$ cat src/rtl/mem_wb_stage_pkg.sv
// Shared CPU definitions used by the EX, MEM and WB pipeline stages.
package mem_wb_stage_pkg;

  localparam int CPU_DATA_W = 32;
  localparam int CPU_REG_AW = 5;
  localparam int CPU_X0_IDX = 0;

  // Write-back source select carried through MEM/WB.
  typedef enum logic [0:0] {
    WB_SRC_ALU = 1'b0,
    WB_SRC_MEM = 1'b1
  } wb_src_e;

  function automatic wb_src_e to_wb_src(input logic mem_to_reg);
    return mem_to_reg ? WB_SRC_MEM : WB_SRC_ALU;
  endfunction

endpackage

$ cat src/rtl/mem_wb_stage_retire_counter.sv
// Free-running retired-instruction counter; wraps silently, clear beats increment.
module retire_counter #(
  parameter int CNT_W = 32
) (
  input  logic             clk,
  input  logic             rst_n,
  input  logic             inc,
  input  logic             clr,
  output logic [CNT_W-1:0] count
);

  logic [CNT_W-1:0] count_q;
  logic [CNT_W-1:0] count_d;

  always_comb begin
    count_d = count_q;
    if (clr) begin
      count_d = '0;
    end else if (inc) begin
      count_d = count_q + CNT_W'(1);
    end
  end

  always_ff @(posedge clk) begin
    if (!rst_n) begin
      count_q <= '0;
    end else begin
      count_q <= count_d;
    end
  end

  assign count = count_q;

endmodule

$ cat src/rtl/mem_wb_stage.sv
// MEM/WB pipeline register with write-back mux, x0 write suppression and retire count.
module mem_wb_stage
  import mem_wb_stage_pkg::*;
#(
  parameter int DATA_W = CPU_DATA_W,
  parameter int REG_AW = CPU_REG_AW,
  parameter int CNT_W  = 32
) (
  input  logic              clk,
  input  logic              rst_n,
  input  logic              stall,
  input  logic              flush,
  input  logic              valid_in,
  input  logic              reg_write_in,
  input  logic              mem_to_reg_in,
  input  logic [REG_AW-1:0] rd_in,
  input  logic [DATA_W-1:0] alu_result_in,
  input  logic [DATA_W-1:0] read_data_in,
  input  logic              cnt_clear,
  output logic              wb_valid,
  output logic              wb_we,
  output logic [REG_AW-1:0] wb_rd,
  output logic [DATA_W-1:0] wb_data,
  output logic              fwd_valid,
  output logic [CNT_W-1:0]  retired
);

  logic              valid_q,      valid_d;
  logic              reg_write_q,  reg_write_d;
  wb_src_e           wb_src_q,     wb_src_d;
  logic [REG_AW-1:0] rd_q,         rd_d;
  logic [DATA_W-1:0] alu_result_q, alu_result_d;
  logic [DATA_W-1:0] read_data_q,  read_data_d;
  logic              advance;

  assign advance = !stall && !flush;

  // Flush only squashes the valid bit; the payload fields are left as they were.
  always_comb begin
    valid_d      = valid_q;
    reg_write_d  = reg_write_q;
    wb_src_d     = wb_src_q;
    rd_d         = rd_q;
    alu_result_d = alu_result_q;
    read_data_d  = read_data_q;
    if (flush) begin
      valid_d = 1'b0;
    end else if (!stall) begin
      valid_d      = valid_in;
      reg_write_d  = reg_write_in;
      wb_src_d     = to_wb_src(mem_to_reg_in);
      rd_d         = rd_in;
      alu_result_d = alu_result_in;
      read_data_d  = read_data_in;
    end
  end

  always_ff @(posedge clk) begin
    if (!rst_n) begin
      valid_q      <= 1'b0;
      reg_write_q  <= 1'b0;
      wb_src_q     <= WB_SRC_ALU;
      rd_q         <= '0;
      alu_result_q <= '0;
      read_data_q  <= '0;
    end else begin
      valid_q      <= valid_d;
      reg_write_q  <= reg_write_d;
      wb_src_q     <= wb_src_d;
      rd_q         <= rd_d;
      alu_result_q <= alu_result_d;
      read_data_q  <= read_data_d;
    end
  end

  assign wb_valid  = valid_q;
  assign wb_we     = valid_q && reg_write_q && (rd_q != REG_AW'(CPU_X0_IDX));
  assign wb_rd     = rd_q;
  assign wb_data   = (wb_src_q == WB_SRC_MEM) ? read_data_q : alu_result_q;
  assign fwd_valid = wb_we;

  // Counting on entry (not while resident) keeps stalled instructions from double counting.
  retire_counter #(
    .CNT_W(CNT_W)
  ) u_retire_counter (
    .clk   (clk),
    .rst_n (rst_n),
    .inc   (valid_in && advance),
    .clr   (cnt_clear),
    .count (retired)
  );

endmodule

$ cat config.mk
export PLATFORM = sky130hd
export DESIGN_NAME = mem_wb_stage
export DESIGN_NICKNAME = d
export VERILOG_FILES = /design/src/rtl/mem_wb_stage_pkg.sv /design/src/rtl/mem_wb_stage_retire_counter.sv /design/src/rtl/mem_wb_stage.sv
export SDC_FILE = /design/constraint.sdc
export NUM_CORES = 1
export LEC_CHECK = 0
export CORE_ASPECT_RATIO = 1.2
export CORE_MARGIN = 1
export CORE_UTILIZATION = 63
export CTS_CLUSTER_DIAMETER = 120
export CTS_CLUSTER_SIZE = 40
export DETAILED_ROUTE_END_ITERATION = 6
export DONT_BUFFER_PORTS = 1
export HOLD_SLACK_MARGIN = 0.02
export PLACE_DENSITY = 0.79
export SLEW_MARGIN = 40
export SYNTH_ARGS = -nofsm -noshare
export SYNTH_HDL_FRONTEND = slang
export SYNTH_SLANG_ARGS = --single-unit
$ cat constraint.sdc
create_clock -name clk -period 2.25 [get_ports clk]
set_input_delay 0.45 -clock clk [delete_from_list [all_inputs] [get_ports clk]]
set_output_delay 0.45 -clock clk [all_outputs]
set_load 0.01 [all_outputs]
After elaboration in Yosys (flattened, before gate mapping)
Cells that the tools add are included.
{"block": "totals", "regBits": 104, "input_bits": 77, "out_inout_bits": 72, "word_cells": 23}
{"block": "op_classes", "addsub": 1, "n_mux": 2, "bitwise_logic": 3, "n_reduce_logical": 10}
{"operator": "32-bit by 1-bit adder with 32-bit output (second input constant)", "count": 1}
{"operator": "32-bit two-way mux", "count": 1}
{"operator": "5-bit nonzero test", "count": 1}
{"operator": "1-bit logical AND", "count": 4}
{"operator": "2-bit OR reduction", "count": 2}
{"operator": "1-bit NOT", "count": 3}
{"operator": "1-bit logical NOT", "count": 2}
{"operator": "2-bit AND reduction", "count": 1}
{"operator": "1-bit two-way mux", "count": 1}

Longest topological paths before layout
{"block": "depth", "depth_word": 3, "mapped_depth": 6, "mapped_depth_nobuf": 4}

Cells and area by module
From an unflattened synthesis, not the netlist that was laid out.
{"block": "unflattened", "cells_unflattened": 545, "area_unflattened_um2": 4964.8}
{"module": "mem_wb_stage", "instances": 1, "cells_each": 367, "area_each_um2": 3412.0, "seq_area_each_um2": 1441.4}
{"module": "retire_counter", "instances": 1, "cells_each": 178, "area_each_um2": 1552.7, "seq_area_each_um2": 640.6}

Worst setup path after synthesis
OpenSTA, ideal clock, no wires.
{"block": "synth_path", "path_kind": "register -> register", "from": "reg u_retire_counter.count_q[15], in the netlist u_retire_counter.count[15]", "to": "reg u_retire_counter.count_q[31], in the netlist u_retire_counter.count[31]", "t_arrival_ps": 1858, "t_required_ps": 2180, "setup_slack_ps": 321, "stages_incl_launch_ff": 6, "n_path_buf": 1, "synth_period_minus_slack_ps": 1929, "path_cell_list": "dfxtp_1 nand4_2 or4_1 buf_2 or4_1 a21oi_1"}
{"block": "synth_between", "elab_chain_len": 1}
{"item": "start, declared", "line": "mem_wb_stage_retire_counter.sv:12", "source": "logic [CNT_W-1:0] count_q;"}
{"item": "start signal, assigned", "line": "mem_wb_stage_retire_counter.sv:28", "source": "count_q <= count_d;"}
{"item": "32-bit by 1-bit adder with 32-bit output", "line": "mem_wb_stage_retire_counter.sv:20", "source": "count_d = count_q + CNT_W'(1);"}
Every way passes these cells.
A chain may end at the register's enable or synchronous reset.

Worst setup path after layout
{"block": "layout_path", "from": "reg u_retire_counter.count_q[12], in the netlist u_retire_counter.count[12]", "to": "reg u_retire_counter.count_q[31], in the netlist u_retire_counter.count[31]"}
Same word-level chain as after synthesis.

==> flow_summary_export.csv <==
group,metric,value,unit
timing,setup_viol,0,
layout,fin_util,70.8,%
worst_hold_path,hold_path_class,"primary input to register",
timing,period_minus_slack,2.06,ns
clocking,cts_max_level,3,
global_route,grt_max_degree,75,
power,p_int,2.65,mW
synth,ys.warnings.count,0,
worst_setup_path,worstSetupPathType,"register to register",
power,clkPwrFrac,37.5,%
power,ir_worst_vdd,0.436,mV
floorplan,fp.dieH,95.4,um
global_route,antenna_found_initial,0,
synth,syn_inst,534,
drt,drc_errors,0,
layout,num_antenna_cells,0,
drt,wirelength,10200,um
power,seqPwrFrac,56.4,%
synth,async_reset_ff_share,0,%
clocking,cts_resized,0,
timing,worst_slew_margin_rel,52.3,%
power,switching_share,22.6,%
power,leakagePower,1.72,nW
timing,rsz0062_at_grt,"no",
synth,synth-seq-cells,104,
floorplan,die_area,7610,sq um
synth,synth_cell_types,39,
timing,setup_tns,0,ns
floorplan,row_count,33,
synth,seq_area_frac_synth,45.5,%
global_route,first_global_vias,3498,
place,numPortBuffers,0,
worst_setup_path,cp.required,2.54,ns
synth,synth_edf_count,0,
drt,drt_iter0_markers,188,
clocking,holdBufCountCts,0,
drt,dr.pass1.iters,4,
synth,syn_nets,612,
floorplan,coreArea,6940,sq um
layout,drive_gt1_share,13.3,%
global_route,grt_usage,26.6,%
clocking,clk_path_buf_depth,2,
timing,slew_violations,0,
timing,fin_crit_sh,91.7,%
layout,fin_nets,605,
synth,post_synth.cell_area_avg,8.57,sq um
job,cap_violations,0,
clocking,cts_root_buf,"clkbuf_8",
place,place_ws,0.216,ns
power,combPwrFrac,6.1,%
clocking,insertion_delay,0.35,ns
worst_setup_path,arrival,2.35,ns
drt,viasPerCell,6.04,
global_route,grt_pass1_wl,15900,um
power,power_density,697,nW/um^2
floorplan,io-pin-count,149,
outcome,status,"finished clean",
floorplan,initial_core_util,66.0,%
timing,finClkSkew,0.00597,ns
worst_setup_path,crit_fanout,18,
timing,timing.hold.ws,0.170,ns
place,place.gp.congestion,0.815,
drt,wl_per_cell,16.5,um
power,p_sw,0.774,mW
clocking,tritoncts,"built",
worst_setup_path,start_kind,"register",
timing,max_freq,0.485,GHz
floorplan,die_w,79.8,um
drt,route.antenna.remaining_nets,0,
drt,vias,3741,
timing,setup_slack,0.186,ns
synth,syn-cell-area,4580,sq um
clocking,cts-buffers-inserted,9,
synth,synth-main-ff-cell,"dfxtp_1",
timing,hold_viol,0,
layout,syn2layout_area_growth,7.27,%
global_route,grt-ovfl-total,0,
clocking,clock_sinks,104,
clocking,post_cts_buffers,0,
clocking,clk_pin_slew,0.09,ns
place,dp_hpwl,7040,um
timing,worst_slew_pin_slew,0.715,ns
worst_setup_path,critical_path.endpoint_type,"register",
## final cells by class
cell class | count | area [sq um]
fill | 561 | 2030
sequential | 104 | 2080
clock buffer | 12 | 145
tap | 87 | 109
multi-input combinational | 389 | 2330
clock inverter | 4 | 77.6
timing repair buffer | 20 | 150
inverter | 3 | 11.3
## flip-flops by register name (all words and copies together), names as in the netlist
register                cells
wb_src_q                    1
read_data_q                32
reg_write_q                 1
wb_valid                    1
alu_result_q               32
u_retire_counter.count     32
wb_rd                       5
## final timing paths
path | end | start | cells past startpoint | slack (ns)
worst max-delay path | u_retire_counter.count[31] | u_retire_counter.count[12] | 5 | 0.19
worst min-delay path | wb_valid | flush | 1 | 0.17
worst max register to register | u_retire_counter.count[31] | u_retire_counter.count[12] | 5 | 0.19
worst min register to register | read_data_q[24] | read_data_q[24] | 2 | 0.46
## power by group through the flow
stage	sequential, mW	combinational, mW	clock [mW]
floorplan	1.96	0.188	0
CTS	1.93	0.211	1.29
finish	1.93	0.208	1.28
global placement	1.97	0.203	0
detailed placement	1.97	0.211	0
global route	1.94	0.233	1.37
## kinds of logic (layout without fill, tap and decap cells)
| kind of cell | Yosys count | count (layout) | synth area share [%] |
|---|---|---|---|
| simple gates | 232 | 232 | 23.2 |
| buf+inv | 41 | 39 | 3.66 |
| xor+xnor | 11 | 11 | 2.11 |
| flops | 104 | 104 | 45.5 |
| fa+ha+maj | 1 | 1 | 0.273 |
| mux | 33 | 33 | 8.09 |
| compound gates | 112 | 112 | 17.2 |
## worst max-delay path: stages (launching register included)
cell and delay, ns:
dfxtp_1 0.44, nand3_1 0.17, or4_1 0.52, buf_4 0.21, or4_1 0.50, a21oi_1 0.15
## Yosys cell counts, types with 2 or more instances
master	count	share of area [%]
nand2_1	155	13
and3_1	3	0.41
a21oi_1	19	2.1
or3_1	5	0.68
o31ai_1	14	2.3
nand3_1	12	1.3
and2_1	4	0.55
mux2_2	32	7.9
xor2_1	9	1.7
inv_1	3	0.25
or4_1	14	2.3
nor2_1	13	1.1
clkbuf_1	34	2.8
xnor2_1	2	0.38
nand4_1	12	1.6
buf_2	2	0.22
a21boi_0	71	12
o21ai_0	4	0.44
dfxtp_1	104	45
and4_1	3	0.57
## stage by stage
stage / power, mW / cells / area [sq um]
after floorplan: 2.15 / 534 / 4580
after global placement: 2.17 / 603 / 4690
after detailed placement: 2.19 / 603 / 4690
after CTS: 3.44 / 619 / 4910
after global routing: 3.54 / 619 / 4910
final: 3.42 / 619 / 4910
## metal layers
metal	vias up	global-route usage [%]	share of wire, %
met4	0	11.2	2.3
met1	1758	30.5	40
li1	1824	-	-
met5	-	0	0
met2	138	46.1	50
met3	21	7.66	7.6
## cell usage in the layout (no fill, tap or decap), types with 2 or more instances in the layout
cell type	n
dfxtp_1	104
buf_4	20
and2_1	4
xor2_1	9
inv_1	3
nand4_1	12
nand2_1	155
clkbuf_8	10
bufinv_16	2
and3_1	3
o31ai_1	14
a21oi_1	19
clkinv_4	2
a21boi_0	71
nor2_1	12
o21ai_0	4
nand3_1	12
clkbuf_1	2
or3_1	5
or4_1	14
and4_1	3
mux2_2	32
xnor2_1	2
Power figures use the tool's default switching activity.
